$ cat src/rtl/hazard_unit_pkg.sv
// Shared processor types for the hazard controller: in-flight entry record, register/operand typedefs, defaults.
// The entry latency field exists only when HAZARD_FWD_EN is defined.
package hazard_unit_pkg;

    localparam int DEFAULT_DBITS          = 32;
    localparam int DEFAULT_REG_INDEX_BITS = 4;
    localparam int DEFAULT_DEPTH          = 3;
    localparam int DEFAULT_LOAD_LAT       = 2;

    // Entries carry the widest supported register number; narrower cores zero-extend.
    localparam int MAX_REG_INDEX_BITS = 8;
    localparam int LAT_BITS           = 4;

    typedef logic [MAX_REG_INDEX_BITS-1:0] reg_idx_t;
    typedef logic [DEFAULT_DBITS-1:0]      operand_t;
    typedef logic [LAT_BITS-1:0]           lat_t;

    typedef struct packed {
        logic     wr;
        reg_idx_t rd;
`ifdef HAZARD_FWD_EN
        lat_t     lat;
`endif
    } entry_t;

endpackage

$ cat src/rtl/hazard_unit_if.sv
// Decode-side bundle of the hazard controller: source/destination fields, register file and stage data in,
// forwarded operands and stall/bubble out. Purely combinational signals, no handshake.
interface hazard_unit_if
    import hazard_unit_pkg::*;
#(
    parameter int DBITS               = DEFAULT_DBITS,
    parameter int REG_INDEX_BIT_WIDTH = DEFAULT_REG_INDEX_BITS,
    parameter int DEPTH               = DEFAULT_DEPTH
);
    logic [REG_INDEX_BIT_WIDTH-1:0] dec_rs1;
    logic [REG_INDEX_BIT_WIDTH-1:0] dec_rs2;
    logic                           dec_rs1_used;
    logic                           dec_rs2_used;
    logic                           dec_wr;
    logic [REG_INDEX_BIT_WIDTH-1:0] dec_rd;
    logic                           dec_is_load;
    logic                           redirect;
    logic [DBITS-1:0]               reg_data1;
    logic [DBITS-1:0]               reg_data2;
    logic [DEPTH*DBITS-1:0]         stage_data;
    logic [DBITS-1:0]               fwd_data1;
    logic [DBITS-1:0]               fwd_data2;
    logic                           stall;
    logic                           bubble;

    modport master (
        output dec_rs1, dec_rs2, dec_rs1_used, dec_rs2_used, dec_wr, dec_rd, dec_is_load,
               redirect, reg_data1, reg_data2, stage_data,
        input  fwd_data1, fwd_data2, stall, bubble
    );

    modport slave (
        input  dec_rs1, dec_rs2, dec_rs1_used, dec_rs2_used, dec_wr, dec_rd, dec_is_load,
               redirect, reg_data1, reg_data2, stage_data,
        output fwd_data1, fwd_data2, stall, bubble
    );

endinterface

$ cat src/rtl/hazard_operand_sel.sv
// One source operand: youngest-match scan over in-flight entries, yields operand value and not-ready flag.
// Combinational; with HAZARD_FWD_EN undefined only the writeback entry forwards, any other match is not ready.
module hazard_operand_sel
    import hazard_unit_pkg::*;
#(
    parameter int DBITS               = DEFAULT_DBITS,
    parameter int REG_INDEX_BIT_WIDTH = DEFAULT_REG_INDEX_BITS,
    parameter int DEPTH               = DEFAULT_DEPTH
) (
    input  entry_t [DEPTH-1:0]              entries,
    input  logic   [REG_INDEX_BIT_WIDTH-1:0] src,
    input  logic                            used,
    input  logic   [DBITS-1:0]              reg_data,
    input  logic   [DEPTH*DBITS-1:0]        stage_data,
    output logic   [DBITS-1:0]              operand,
    output logic                            not_ready
);

    logic             hit;
    logic             hit_rdy;
    logic [DBITS-1:0] hit_data;

    // Scan oldest to youngest so the lowest matching index is the one left standing.
    always_comb begin
        hit      = 1'b0;
        hit_rdy  = 1'b0;
        hit_data = '0;
        for (int k = DEPTH - 1; k >= 0; k--) begin
            if (used && entries[k].wr && (entries[k].rd == reg_idx_t'(src))) begin
                hit      = 1'b1;
`ifdef HAZARD_FWD_EN
                hit_rdy  = ((k + 1) >= int'(entries[k].lat));
`else
                hit_rdy  = (k == DEPTH - 1);
`endif
                hit_data = stage_data[k*DBITS +: DBITS];
            end
        end
    end

    always_comb begin
        operand   = reg_data;
        not_ready = 1'b0;
        if (hit) begin
            if (hit_rdy) begin
                operand = hit_data;
            end else begin
                not_ready = 1'b1;
            end
        end
    end

endmodule

$ cat src/rtl/hazard_unit.sv
// Pipeline hazard controller: DEPTH-entry writer shift register, operand forwarding, decode stall and bubble.
// Outputs combinational from decode/redirect/entries; entries shift each clk edge. HAZARD_FWD_EN enables full forwarding.
module hazard_unit
    import hazard_unit_pkg::*;
#(
    parameter int DBITS               = DEFAULT_DBITS,
    parameter int REG_INDEX_BIT_WIDTH = DEFAULT_REG_INDEX_BITS,
    parameter int DEPTH               = DEFAULT_DEPTH,
    parameter int LOAD_LAT            = DEFAULT_LOAD_LAT
) (
    input  logic         clk,
    input  logic         reset_n,
    hazard_unit_if.slave hif
);

    entry_t [DEPTH-1:0] entries_q;
    entry_t [DEPTH-1:0] entries_d;
    logic               not_ready1;
    logic               not_ready2;
    logic               stall_c;
    logic               bubble_c;

    hazard_operand_sel #(
        .DBITS               (DBITS),
        .REG_INDEX_BIT_WIDTH (REG_INDEX_BIT_WIDTH),
        .DEPTH               (DEPTH)
    ) u_sel1 (
        .entries    (entries_q),
        .src        (hif.dec_rs1),
        .used       (hif.dec_rs1_used),
        .reg_data   (hif.reg_data1),
        .stage_data (hif.stage_data),
        .operand    (hif.fwd_data1),
        .not_ready  (not_ready1)
    );

    hazard_operand_sel #(
        .DBITS               (DBITS),
        .REG_INDEX_BIT_WIDTH (REG_INDEX_BIT_WIDTH),
        .DEPTH               (DEPTH)
    ) u_sel2 (
        .entries    (entries_q),
        .src        (hif.dec_rs2),
        .used       (hif.dec_rs2_used),
        .reg_data   (hif.reg_data2),
        .stage_data (hif.stage_data),
        .operand    (hif.fwd_data2),
        .not_ready  (not_ready2)
    );

    // A redirected decode instruction is dead, so its hazards must not hold the front end.
    always_comb begin
        stall_c  = (not_ready1 | not_ready2) & ~hif.redirect;
        bubble_c = stall_c | hif.redirect;
    end

    always_comb begin
        entries_d = '0;
        for (int k = DEPTH - 1; k >= 1; k--) begin
            entries_d[k] = entries_q[k-1];
        end
        if (!bubble_c) begin
            entries_d[0].wr  = hif.dec_wr;
            entries_d[0].rd  = reg_idx_t'(hif.dec_rd);
`ifdef HAZARD_FWD_EN
            entries_d[0].lat = hif.dec_is_load ? lat_t'(LOAD_LAT) : lat_t'(1);
`endif
        end
    end

`ifndef HAZARD_FWD_EN
    logic unused_is_load;
    assign unused_is_load = hif.dec_is_load;
`endif

    always_ff @(posedge clk or negedge reset_n) begin
        if (!reset_n) begin
            entries_q <= '0;
        end else begin
            entries_q <= entries_d;
        end
    end

    assign hif.stall  = stall_c;
    assign hif.bubble = bubble_c;

endmodule

$ cat src/flat_wrapper.sv
// flat-port wrapper written by rule: the top's interface ports become plain ports
module hazard_unit_flat import hazard_unit_pkg::*;
#(
    parameter int DBITS               = DEFAULT_DBITS,
    parameter int REG_INDEX_BIT_WIDTH = DEFAULT_REG_INDEX_BITS,
    parameter int DEPTH               = DEFAULT_DEPTH,
    parameter int LOAD_LAT            = DEFAULT_LOAD_LAT
)
  (clk, reset_n, hif_dec_rs1, hif_dec_rs2, hif_dec_rs1_used, hif_dec_rs2_used, hif_dec_wr, hif_dec_rd, hif_dec_is_load, hif_redirect, hif_reg_data1, hif_reg_data2, hif_stage_data, hif_fwd_data1, hif_fwd_data2, hif_stall, hif_bubble);
  hazard_unit_if #(.DBITS(DBITS), .REG_INDEX_BIT_WIDTH(REG_INDEX_BIT_WIDTH), .DEPTH(DEPTH)) hif_i ();
  input  logic clk;
  input  logic reset_n;
  input wire logic [$bits(hif_i.dec_rs1)-1:0] hif_dec_rs1;
  input wire logic [$bits(hif_i.dec_rs2)-1:0] hif_dec_rs2;
  input wire logic [$bits(hif_i.dec_rs1_used)-1:0] hif_dec_rs1_used;
  input wire logic [$bits(hif_i.dec_rs2_used)-1:0] hif_dec_rs2_used;
  input wire logic [$bits(hif_i.dec_wr)-1:0] hif_dec_wr;
  input wire logic [$bits(hif_i.dec_rd)-1:0] hif_dec_rd;
  input wire logic [$bits(hif_i.dec_is_load)-1:0] hif_dec_is_load;
  input wire logic [$bits(hif_i.redirect)-1:0] hif_redirect;
  input wire logic [$bits(hif_i.reg_data1)-1:0] hif_reg_data1;
  input wire logic [$bits(hif_i.reg_data2)-1:0] hif_reg_data2;
  input wire logic [$bits(hif_i.stage_data)-1:0] hif_stage_data;
  output wire logic [$bits(hif_i.fwd_data1)-1:0] hif_fwd_data1;
  output wire logic [$bits(hif_i.fwd_data2)-1:0] hif_fwd_data2;
  output wire logic [$bits(hif_i.stall)-1:0] hif_stall;
  output wire logic [$bits(hif_i.bubble)-1:0] hif_bubble;
  assign hif_i.dec_rs1 = hif_dec_rs1;
  assign hif_i.dec_rs2 = hif_dec_rs2;
  assign hif_i.dec_rs1_used = hif_dec_rs1_used;
  assign hif_i.dec_rs2_used = hif_dec_rs2_used;
  assign hif_i.dec_wr = hif_dec_wr;
  assign hif_i.dec_rd = hif_dec_rd;
  assign hif_i.dec_is_load = hif_dec_is_load;
  assign hif_i.redirect = hif_redirect;
  assign hif_i.reg_data1 = hif_reg_data1;
  assign hif_i.reg_data2 = hif_reg_data2;
  assign hif_i.stage_data = hif_stage_data;
  assign hif_fwd_data1 = hif_i.fwd_data1;
  assign hif_fwd_data2 = hif_i.fwd_data2;
  assign hif_stall = hif_i.stall;
  assign hif_bubble = hif_i.bubble;
  hazard_unit #(.DBITS(DBITS), .REG_INDEX_BIT_WIDTH(REG_INDEX_BIT_WIDTH), .DEPTH(DEPTH), .LOAD_LAT(LOAD_LAT)) u_core (.clk(clk), .reset_n(reset_n), .hif(hif_i));
endmodule
$ cat config.mk
export PLATFORM = sky130hd
export DESIGN_NAME = hazard_unit_flat
export DESIGN_NICKNAME = d
export VERILOG_FILES = /design/src/rtl/hazard_unit_pkg.sv /design/src/rtl/hazard_unit_if.sv /design/src/rtl/hazard_operand_sel.sv /design/src/rtl/hazard_unit.sv /design/src/flat_wrapper.sv
export SDC_FILE = /design/constraint.sdc
export NUM_CORES = 1
export LEC_CHECK = 0
export BUFFER_PORTS_ARGS = -buffer_cell sky130_fd_sc_hd__buf_2
export CAP_MARGIN = 20
export CELL_PAD_IN_SITES_DETAIL_PLACEMENT = 1
export CELL_PAD_IN_SITES_GLOBAL_PLACEMENT = 1
export CORE_MARGIN = 5
export CORE_UTILIZATION = 23
export CTS_CLUSTER_DIAMETER = 120
export DETAILED_ROUTE_END_ITERATION = 7
export PLACE_DENSITY_LB_ADDON = 0.08
export SLEW_MARGIN = 20
export SYNTH_ARGS = -nofsm -noshare
export SYNTH_HDL_FRONTEND = slang
export SYNTH_SLANG_ARGS = --single-unit
$ cat constraint.sdc
create_clock -name clk -period 4 [get_ports clk]
set_clock_uncertainty 0.2 [all_clocks]
set_input_delay 0.8 -clock clk [delete_from_list [all_inputs] [get_ports clk]]
set_output_delay 0.8 -clock clk [all_outputs]
set_load 0.005 [all_outputs]
==> metrics.txt, run 1 <==
# TYPE chip_impl_metric gauge
chip_impl_info{name="status",value="finished clean"} 1
chip_impl_metric{name="fmax",unit="MHz"} 273.8
chip_impl_info{name="rsz0062_at_grt",value="false"} 1
chip_impl_metric{name="place.gp.congestion",unit=""} 0.7149
chip_impl_metric{name="pwr-share-seq",unit="%"} 34.0
chip_impl_metric{name="coreArea",unit="sq mm"} 0.007807
chip_impl_metric{name="number_of_design_rule_violations_left_after_detail_routing",unit=""} 0
chip_impl_metric{name="netlist_area",unit="sq mm"} 0.001871
chip_impl_metric{name="relSlewSlack",unit="%"} 73.78
chip_impl_metric{name="timing.final.hold_violations",unit=""} 0
chip_impl_metric{name="design.portCount",unit=""} 245
chip_impl_info{name="worstSetupPathType",value="input port to primary output"} 1
chip_impl_metric{name="final_net_count",unit=""} 503
chip_impl_metric{name="dr.pass1.iters",unit=""} 4
chip_impl_info{name="clk_root_buffer_cell",value="clkbuf_8"} 1
chip_impl_metric{name="finish_stage_setup_viols",unit=""} 0
chip_impl_metric{name="tritoncts.num_buffers",unit=""} 3
chip_impl_metric{name="power_density",unit="mW/mm^2"} 172.1
chip_impl_metric{name="clock_sinks",unit=""} 15
chip_impl_info{name="synth_top_flop_cell",value="dfrtp_1"} 1
chip_impl_metric{name="setup_tns",unit="ns"} 0
chip_impl_metric{name="top_fanout_value_on_the_critical_path",unit=""} 17
chip_impl_metric{name="syn-instance-count",unit=""} 143
chip_impl_metric{name="ctsHoldBuffers",unit=""} 0
chip_impl_info{name="critical_path.endpoint_type",value="primary output"} 1
chip_impl_metric{name="ctsResizeCount",unit=""} 0
chip_impl_metric{name="combined_buffer_and_inverter_count_along_the_critical_path",unit=""} 3
chip_impl_metric{name="max-clock-path-buffers",unit=""} 2
chip_impl_info{name="critPathSlowestCell",value="or4b_4"} 1
chip_impl_metric{name="worst_ir_drop_vdd",unit="mV"} 0.09997
chip_impl_metric{name="drt_wl_total",unit="mm"} 7.818
chip_impl_metric{name="switching_share",unit="%"} 28.37
chip_impl_metric{name="synth_sequential_area_ratio",unit="%"} 20.07
chip_impl_metric{name="internal-power",unit="uW"} 355.5
chip_impl_info{name="cts_tree",value="built"} 1
chip_impl_metric{name="grt_first_pass_wirelength",unit="mm"} 11.63
chip_impl_metric{name="leakage",unit="uW"} 0.001738
chip_impl_info{name="critPathLaunchType",value="input port"} 1
chip_impl_metric{name="maxCapViolations",unit=""} 0
chip_impl_metric{name="count_of_flip_flops_with_a_built_in_enable_after_synthesis",unit=""} 0
chip_impl_metric{name="dp_hpwl",unit="mm"} 7.071
chip_impl_metric{name="die_outline_area",unit="sq mm"} 0.01004
chip_impl_metric{name="synth_warnings",unit=""} 0
chip_impl_metric{name="via_count_of_the_routed_design",unit=""} 1851
chip_impl_metric{name="grt-ovfl-total",unit=""} 0
chip_impl_info{name="critical_path.cell_chain",value="buf_2 > a222oi_1 > or4b_4 > nand3_4 > buf_12 > mux2_4 > buf_2"} 1
chip_impl_metric{name="final_antenna_net_count",unit=""} 0
chip_impl_info{name="hold_path.class",value="flop to flop"} 1
chip_impl_metric{name="die_height",unit="um"} 100.2
chip_impl_metric{name="worstMarginPinSlew",unit="ns"} 0.3900
chip_impl_metric{name="clock_power_share",unit="%"} 24.6
chip_impl_metric{name="drive_gt1_share",unit="%"} 78.64
chip_impl_metric{name="post_cts_buffers",unit=""} 0
chip_impl_metric{name="required_time_worst_endpoint",unit="ns"} 3.00
chip_impl_metric{name="asyncSetResetFlopFracSynth",unit="%"} 100.0
chip_impl_metric{name="slowest_delay",unit="ns"} 0.52
chip_impl_metric{name="post-route-period-util",unit="%"} 91.32
chip_impl_metric{name="insertion_delay",unit="ns"} 0.25
chip_impl_metric{name="initial_core_util",unit="%"} 23.96
chip_impl_metric{name="final_hold_slack",unit="ns"} 0.1985
chip_impl_metric{name="fin_ws",unit="ns"} 0.3471
chip_impl_metric{name="critical_path_arrival",unit="ns"} 2.65
chip_impl_metric{name="io_buffer_count",unit=""} 179
chip_impl_metric{name="areaGrowthSynthToFinish",unit="%"} 54.11
chip_impl_metric{name="clkTransAtPathRegs",unit="ns"} 0.07
chip_impl_metric{name="power_frac_comb",unit="%"} 41.4
chip_impl_info{name="most_repeated_library_cell_on_the_critical_path",value="buf_2"} 1
chip_impl_metric{name="synth.avg_cell_area",unit="sq um"} 13.08
chip_impl_metric{name="power_dissipated_by_switching_net_loads",unit="uW"} 140.8
chip_impl_metric{name="synth_seq_cells",unit=""} 15
chip_impl_metric{name="clock_tree.htree_level_count",unit=""} 1
chip_impl_metric{name="antenna_found_initial",unit=""} 1
chip_impl_metric{name="fin_area",unit="sq mm"} 0.002883
chip_impl_metric{name="rows",unit=""} 32
chip_impl_metric{name="place_worst_setup_slack",unit="ns"} 0.3250
chip_impl_metric{name="dpl-instance-area",unit="sq mm"} 0.002834
chip_impl_metric{name="wl_per_cell",unit="um"} 18.35
chip_impl_metric{name="grtUsageTotal",unit="%"} 14.63
chip_impl_metric{name="post_drt_via_cell_ratio",unit=""} 4.345
chip_impl_metric{name="drtIter0Drc",unit=""} 37
chip_impl_metric{name="final_max_slew_viol_count",unit=""} 0
chip_impl_metric{name="dieWidth",unit="um"} 100.2
chip_impl_metric{name="period_minus_slack",unit="ns"} 3.653
chip_impl_metric{name="grt_pass1_vias",unit=""} 2131
chip_impl_info{name="cpLargestDelayFamily",value="simple AND/OR/NAND/NOR gates"} 1
chip_impl_metric{name="synth.distinct_cells",unit=""} 22
chip_impl_metric{name="grt_max_degree",unit=""} 33
chip_impl_metric{name="synth_nets",unit=""} 322
[power by group through the flow]
stage,sequential [uW],combinational (uW),clock (uW)
finish,169,205,122
global route,170,225,131
CTS,169,209,127
detailed placement,172,208,0
global placement,172,205,0
floorplan,169,92.8,0
[flip-flops by register name, summed over array words and instances (netlist names)]
register and cells:
u_core.entries_q 5, u_core.entries_d 10
[final timing paths]
kind / start / to / slack [ns] / cells after the start
max: hif_dec_rs2[0] / hif_fwd_data2[10] / 0.35 / 7
min: u_core.entries_d[9] / u_core.entries_d[18] / 0.20 / 0
max reg2reg: u_core.entries_d[18] / u_core.entries_d[10] / 2.09 / 5
min reg2reg: u_core.entries_d[9] / u_core.entries_d[18] / 0.20 / 0
max in group asynchronous: reset_n / u_core.entries_d[17] / 3.09 / 1
min in group asynchronous: reset_n / u_core.entries_d[11] / 0.25 / 1
[Yosys cell counts, types with 3 or more instances]
cell type  number  area, sq um
o211ai_1        3        22.52
or4b_4          3        41.29
a222oi_1        4        40.04
xnor2_1         3        26.28
xor2_1          9        78.83
buf_12          6        120.1
dfrtp_1        15        375.4
nor4_1          5        31.28
nand2_1         3        11.26
inv_1          13        48.80
mux2_4         60        900.9
mux2_1          4        45.04
o22ai_1         3        18.77
[kinds of logic (layout without fill, tap and decap cells)]
group	after synthesis	after routing	synth area share (%)
AOI/OAI and AO/OA	13	13	5.619
xor gates and xnor gates	12	12	5.619
buffers and inverters	20	200	9.231
DFF	15	15	20.07
muxes	64	64	50.57
other	0	1	0
and+or+nand+nor	19	19	8.896
[worst reg2reg max path: stages, from the launching register on]
cell      delay (ns)
dfrtp_1         0.38
inv_1           0.08
a222oi_1        0.29
or4b_4          0.53
nand2_1         0.22
nor4_1          0.09
[final cells by class]
class | count | area [sq um]
antenna | 1 | 2.502
clock buffer | 3 | 41.29
clock inverter | 1 | 5.005
fill | 941 | 4925
inverter | 14 | 52.55
multi-input combinational | 108 | 1323
sequential | 15 | 375.4
tap | 102 | 127.6
timing repair buffer | 182 | 955.9
[layer usage]
layer,wire length (um),part of all wire (%),GRT usage (%)
met5,0,0,0
met4,61,0.78,2.073
met3,764,9.8,3.475
met2,4118,53,28.39
met1,2872,37,16.34
[stage by stage]
stage,util [%],total power [uW],cells
2_1_floorplan,-,262.3,143
3_3_place_gp,36.30,376.3,421
3_5_place_dp,36.30,380.4,421
4_1_cts,36.89,505.6,425
5_1_grt,36.92,526.6,426
6_report,36.92,496.2,426
[placed cells by master (no fill, tap or decap), types with 3 or more instances in the layout]
master,count
nor4_1,5
o211ai_1,3
o22ai_1,3
mux2_1,4
mux2_4,60
dfrtp_1,15
buf_12,3
clkbuf_8,3
buf_2,179
nand2_1,3
xor2_1,9
inv_1,13
xnor2_1,3
a222oi_1,4
or4b_4,3
No activity file was read; power rests on OpenSTA's default activity.
==> run 2: changes to the inputs <==
==> constraint.sdc (replaced) <==
create_clock -name clk -period 4 [get_ports clk]
set_clock_uncertainty 0.2 [all_clocks]
set_input_delay 0.2 -clock clk [delete_from_list [all_inputs] [get_ports clk]]
set_output_delay 0.2 -clock clk [all_outputs]
set_load 0.005 [all_outputs]
==> run 2 against run 1 <==
  * Cell count grew 0.94%
  * Final area up 0.56%
  * Routed wire length shrank 0.24%
  * First-iteration DRC count decreased by 14%
  * Non-clock buffer count increased by 5
  * Fmax rose by 23%
  * Worst setup slack better by 0.69 ns
  * Die area unchanged
  * Total power is 0.68% higher
  * Clock power about the same
  * Count of clock-buffer cells in the layout increased by 1
  * Utilization grew 0.21 points
==> metrics.txt, run 2 (synthesis gave the netlist of run 1 again) <==
# TYPE chip_impl_metric gauge
chip_impl_metric{name="r2r_cells",unit=""} 6
chip_impl_info{name="crit-reg2reg-capture",value="u_core.entries_d[11]"} 1
chip_impl_metric{name="relSlewSlack",unit="%"} 53.28
chip_impl_metric{name="final_max_slew_viol_count",unit=""} 0
chip_impl_metric{name="number_of_design_rule_violations_left_after_detail_routing",unit=""} 0
chip_impl_metric{name="fin_ws",unit="ns"} 1.041
chip_impl_metric{name="fillCellCount",unit=""} 948
chip_impl_metric{name="clock_tree.htree_level_count",unit=""} 1
chip_impl_metric{name="worstMarginPinSlew",unit="ns"} 0.7007
chip_impl_metric{name="final_net_count",unit=""} 508
chip_impl_metric{name="coreArea",unit="sq mm"} 0.007807
chip_impl_metric{name="r2r_slack",unit="ns"} 1.58
chip_impl_metric{name="maxCapViolations",unit=""} 0
chip_impl_metric{name="via_count_of_the_routed_design",unit=""} 1865
chip_impl_metric{name="finish_stage_setup_viols",unit=""} 0
chip_impl_info{name="cts_tree",value="built"} 1
chip_impl_metric{name="dieWidth",unit="um"} 100.2
chip_impl_metric{name="top_fanout_value_on_the_critical_path",unit=""} 32
chip_impl_info{name="hold_path.class",value="input port to flop"} 1
chip_impl_metric{name="areaGrowthSynthToFinish",unit="%"} 54.98
chip_impl_metric{name="period_minus_slack",unit="ns"} 2.959
chip_impl_metric{name="rows",unit=""} 32
chip_impl_metric{name="io_buffer_count",unit=""} 179
chip_impl_info{name="rsz0062_at_grt",value="false"} 1
chip_impl_metric{name="drtIter0Drc",unit=""} 32
chip_impl_info{name="critPathLaunchType",value="flop"} 1
chip_impl_metric{name="worst_ir_drop_vdd",unit="mV"} 0.1730
chip_impl_info{name="r2r_start",value="u_core.entries_d[18]"} 1
chip_impl_metric{name="final_hold_slack",unit="ns"} 0.003544
chip_impl_metric{name="final_antenna_net_count",unit=""} 0
chip_impl_metric{name="dp_hpwl",unit="mm"} 6.804
chip_impl_metric{name="tritoncts.num_buffers",unit=""} 3
chip_impl_metric{name="drt_wl_total",unit="mm"} 7.799
chip_impl_metric{name="largest_reg_flops",unit=""} 10
chip_impl_info{name="clk_root_buffer_cell",value="clkbuf_8"} 1
chip_impl_metric{name="grtUsageTotal",unit="%"} 14.53
chip_impl_info{name="final_cell_mix",value="buf_2 (179), mux2_4 (60), dfrtp_1 (15)"} 1
chip_impl_info{name="min_to",value="u_core.entries_d[12]"} 1
chip_impl_metric{name="max-clock-path-buffers",unit=""} 2
chip_impl_info{name="leading_cell_type_in_the_layout_fill_and_taps_excluded",value="buf_2"} 1
chip_impl_metric{name="clkTransAtPathRegs",unit="ns"} 0.06
chip_impl_metric{name="timing.final.hold_violations",unit=""} 0
chip_impl_metric{name="fmax",unit="MHz"} 337.9
chip_impl_metric{name="die_outline_area",unit="sq mm"} 0.01004
chip_impl_info{name="worstSetupPathType",value="flop to primary output"} 1
chip_impl_metric{name="setup_tns",unit="ns"} 0
chip_impl_metric{name="place_worst_setup_slack",unit="ns"} 1.285
chip_impl_metric{name="required_time_worst_endpoint",unit="ns"} 3.60
chip_impl_metric{name="post_cts_buffers",unit=""} 0
chip_impl_metric{name="grt_first_pass_wirelength",unit="mm"} 11.48
chip_impl_info{name="status",value="finished clean"} 1
chip_impl_metric{name="grt-ovfl-total",unit=""} 0
chip_impl_metric{name="initial_core_util",unit="%"} 23.96
chip_impl_metric{name="dr.pass1.iters",unit=""} 4
chip_impl_metric{name="dpl-instance-area",unit="sq mm"} 0.002774
chip_impl_metric{name="design.portCount",unit=""} 245
chip_impl_metric{name="drive_gt1_share",unit="%"} 76.22
chip_impl_metric{name="post_drt_via_cell_ratio",unit=""} 4.337
chip_impl_info{name="timing.hold.worst.start",value="hif_redirect"} 1
chip_impl_metric{name="worstHoldPathCells",unit=""} 2
chip_impl_metric{name="clock_sinks",unit=""} 15
chip_impl_metric{name="fin_area",unit="sq mm"} 0.002899
chip_impl_metric{name="post-route-period-util",unit="%"} 73.99
chip_impl_metric{name="place.gp.congestion",unit=""} 0.7262
chip_impl_info{name="critical_path.endpoint_type",value="primary output"} 1
chip_impl_metric{name="grt_max_degree",unit=""} 33
chip_impl_metric{name="antenna-diode-count",unit=""} 0
chip_impl_metric{name="grt_pass1_vias",unit=""} 2018
chip_impl_metric{name="power_density",unit="mW/mm^2"} 172.3
chip_impl_metric{name="die_height",unit="um"} 100.2
chip_impl_metric{name="critical_path_arrival",unit="ns"} 2.56
chip_impl_metric{name="ctsResizeCount",unit=""} 0
chip_impl_metric{name="antenna_found_initial",unit=""} 0
chip_impl_metric{name="leakage",unit="uW"} 0.001740
chip_impl_metric{name="wl_per_cell",unit="um"} 18.14
chip_impl_metric{name="insertion_delay",unit="ns"} 0.24
[run 2: changes by cell type in the layout (fill, tap and decap cells not counted)]
| cell | change |
|---|---|
| clkinv_2 | -1 |
| clkbuf_1 | +1 |
| diode_2 | -1 |
| buf_12 | -3 |
| dlygate4sd3_1 | +8 |
[run 2: per-stage QoR]
stage / utilization (%) / cells / power, uW
2_1_floorplan: - / 143 / 262.3
3_3_place_gp: 35.53 / 418 / 375.8
3_5_place_dp: 35.53 / 418 / 378.6
4_1_cts: 37.13 / 430 / 508.1
5_1_grt: 37.13 / 430 / 533.5
6_report: 37.13 / 430 / 499.6
[run 2: area by class of cell]
class | count | area [sq um] | area share (%)
Clock buffer | 4 | 45.04 | 1.554
Inverter | 14 | 52.55 | 1.813
Multi-Input combinational cell | 108 | 1323 | 45.62
Sequential cell | 15 | 375.4 | 12.95
Tap cell | 102 | 127.6 | 4.402
Timing Repair Buffer | 187 | 975.9 | 33.66
[run 2: per-layer routing]
layer	track usage [%]	part of all wire (%)	routed length, um
met1	16.75	39	3013
met2	28.34	53	4100
met3	2.502	8.6	674
met4	1.865	0.13	10
met5	0	0	0
[run 2: power by group]
part	total (uW)	leakage (uW)	switching (uW)	internal [uW]
Sequential	169	0.000194	8.61	161
Clock	121	0.0000228	50.4	70.4
Combinational	209	0.00152	79.0	131
Total	500	0.00174	138	362
[run 2: worst max-delay path: stages, from the launching register on]
cell	delay, ns
dfrtp_1	0.36
inv_2	0.06
a222oi_1	0.30
or4b_4	0.52
nand3_4	0.52
mux2_1	0.38
buf_2	0.14
[run 2: timing repair]
action / 4_1_cts / 5_1_grt
hold endpoints to repair: 20 / 0
hold buffers: 8 / 0
setup endpoints to repair: 0 / 0
[run 2: worst max-delay path by stage]
stage          cells after the start            startpoint                 to
2_1_floorplan                      6   u_core.entries_d[9]  hif_fwd_data1[10]
3_3_place_gp                       5  u_core.entries_d[11]  hif_fwd_data2[31]
3_5_place_dp                       5  u_core.entries_d[11]  hif_fwd_data2[31]
4_1_cts                            5  u_core.entries_d[11]  hif_fwd_data2[31]
5_1_grt                            6  u_core.entries_d[10]  hif_fwd_data1[31]
6_report                           6   u_core.entries_d[9]  hif_fwd_data1[31]
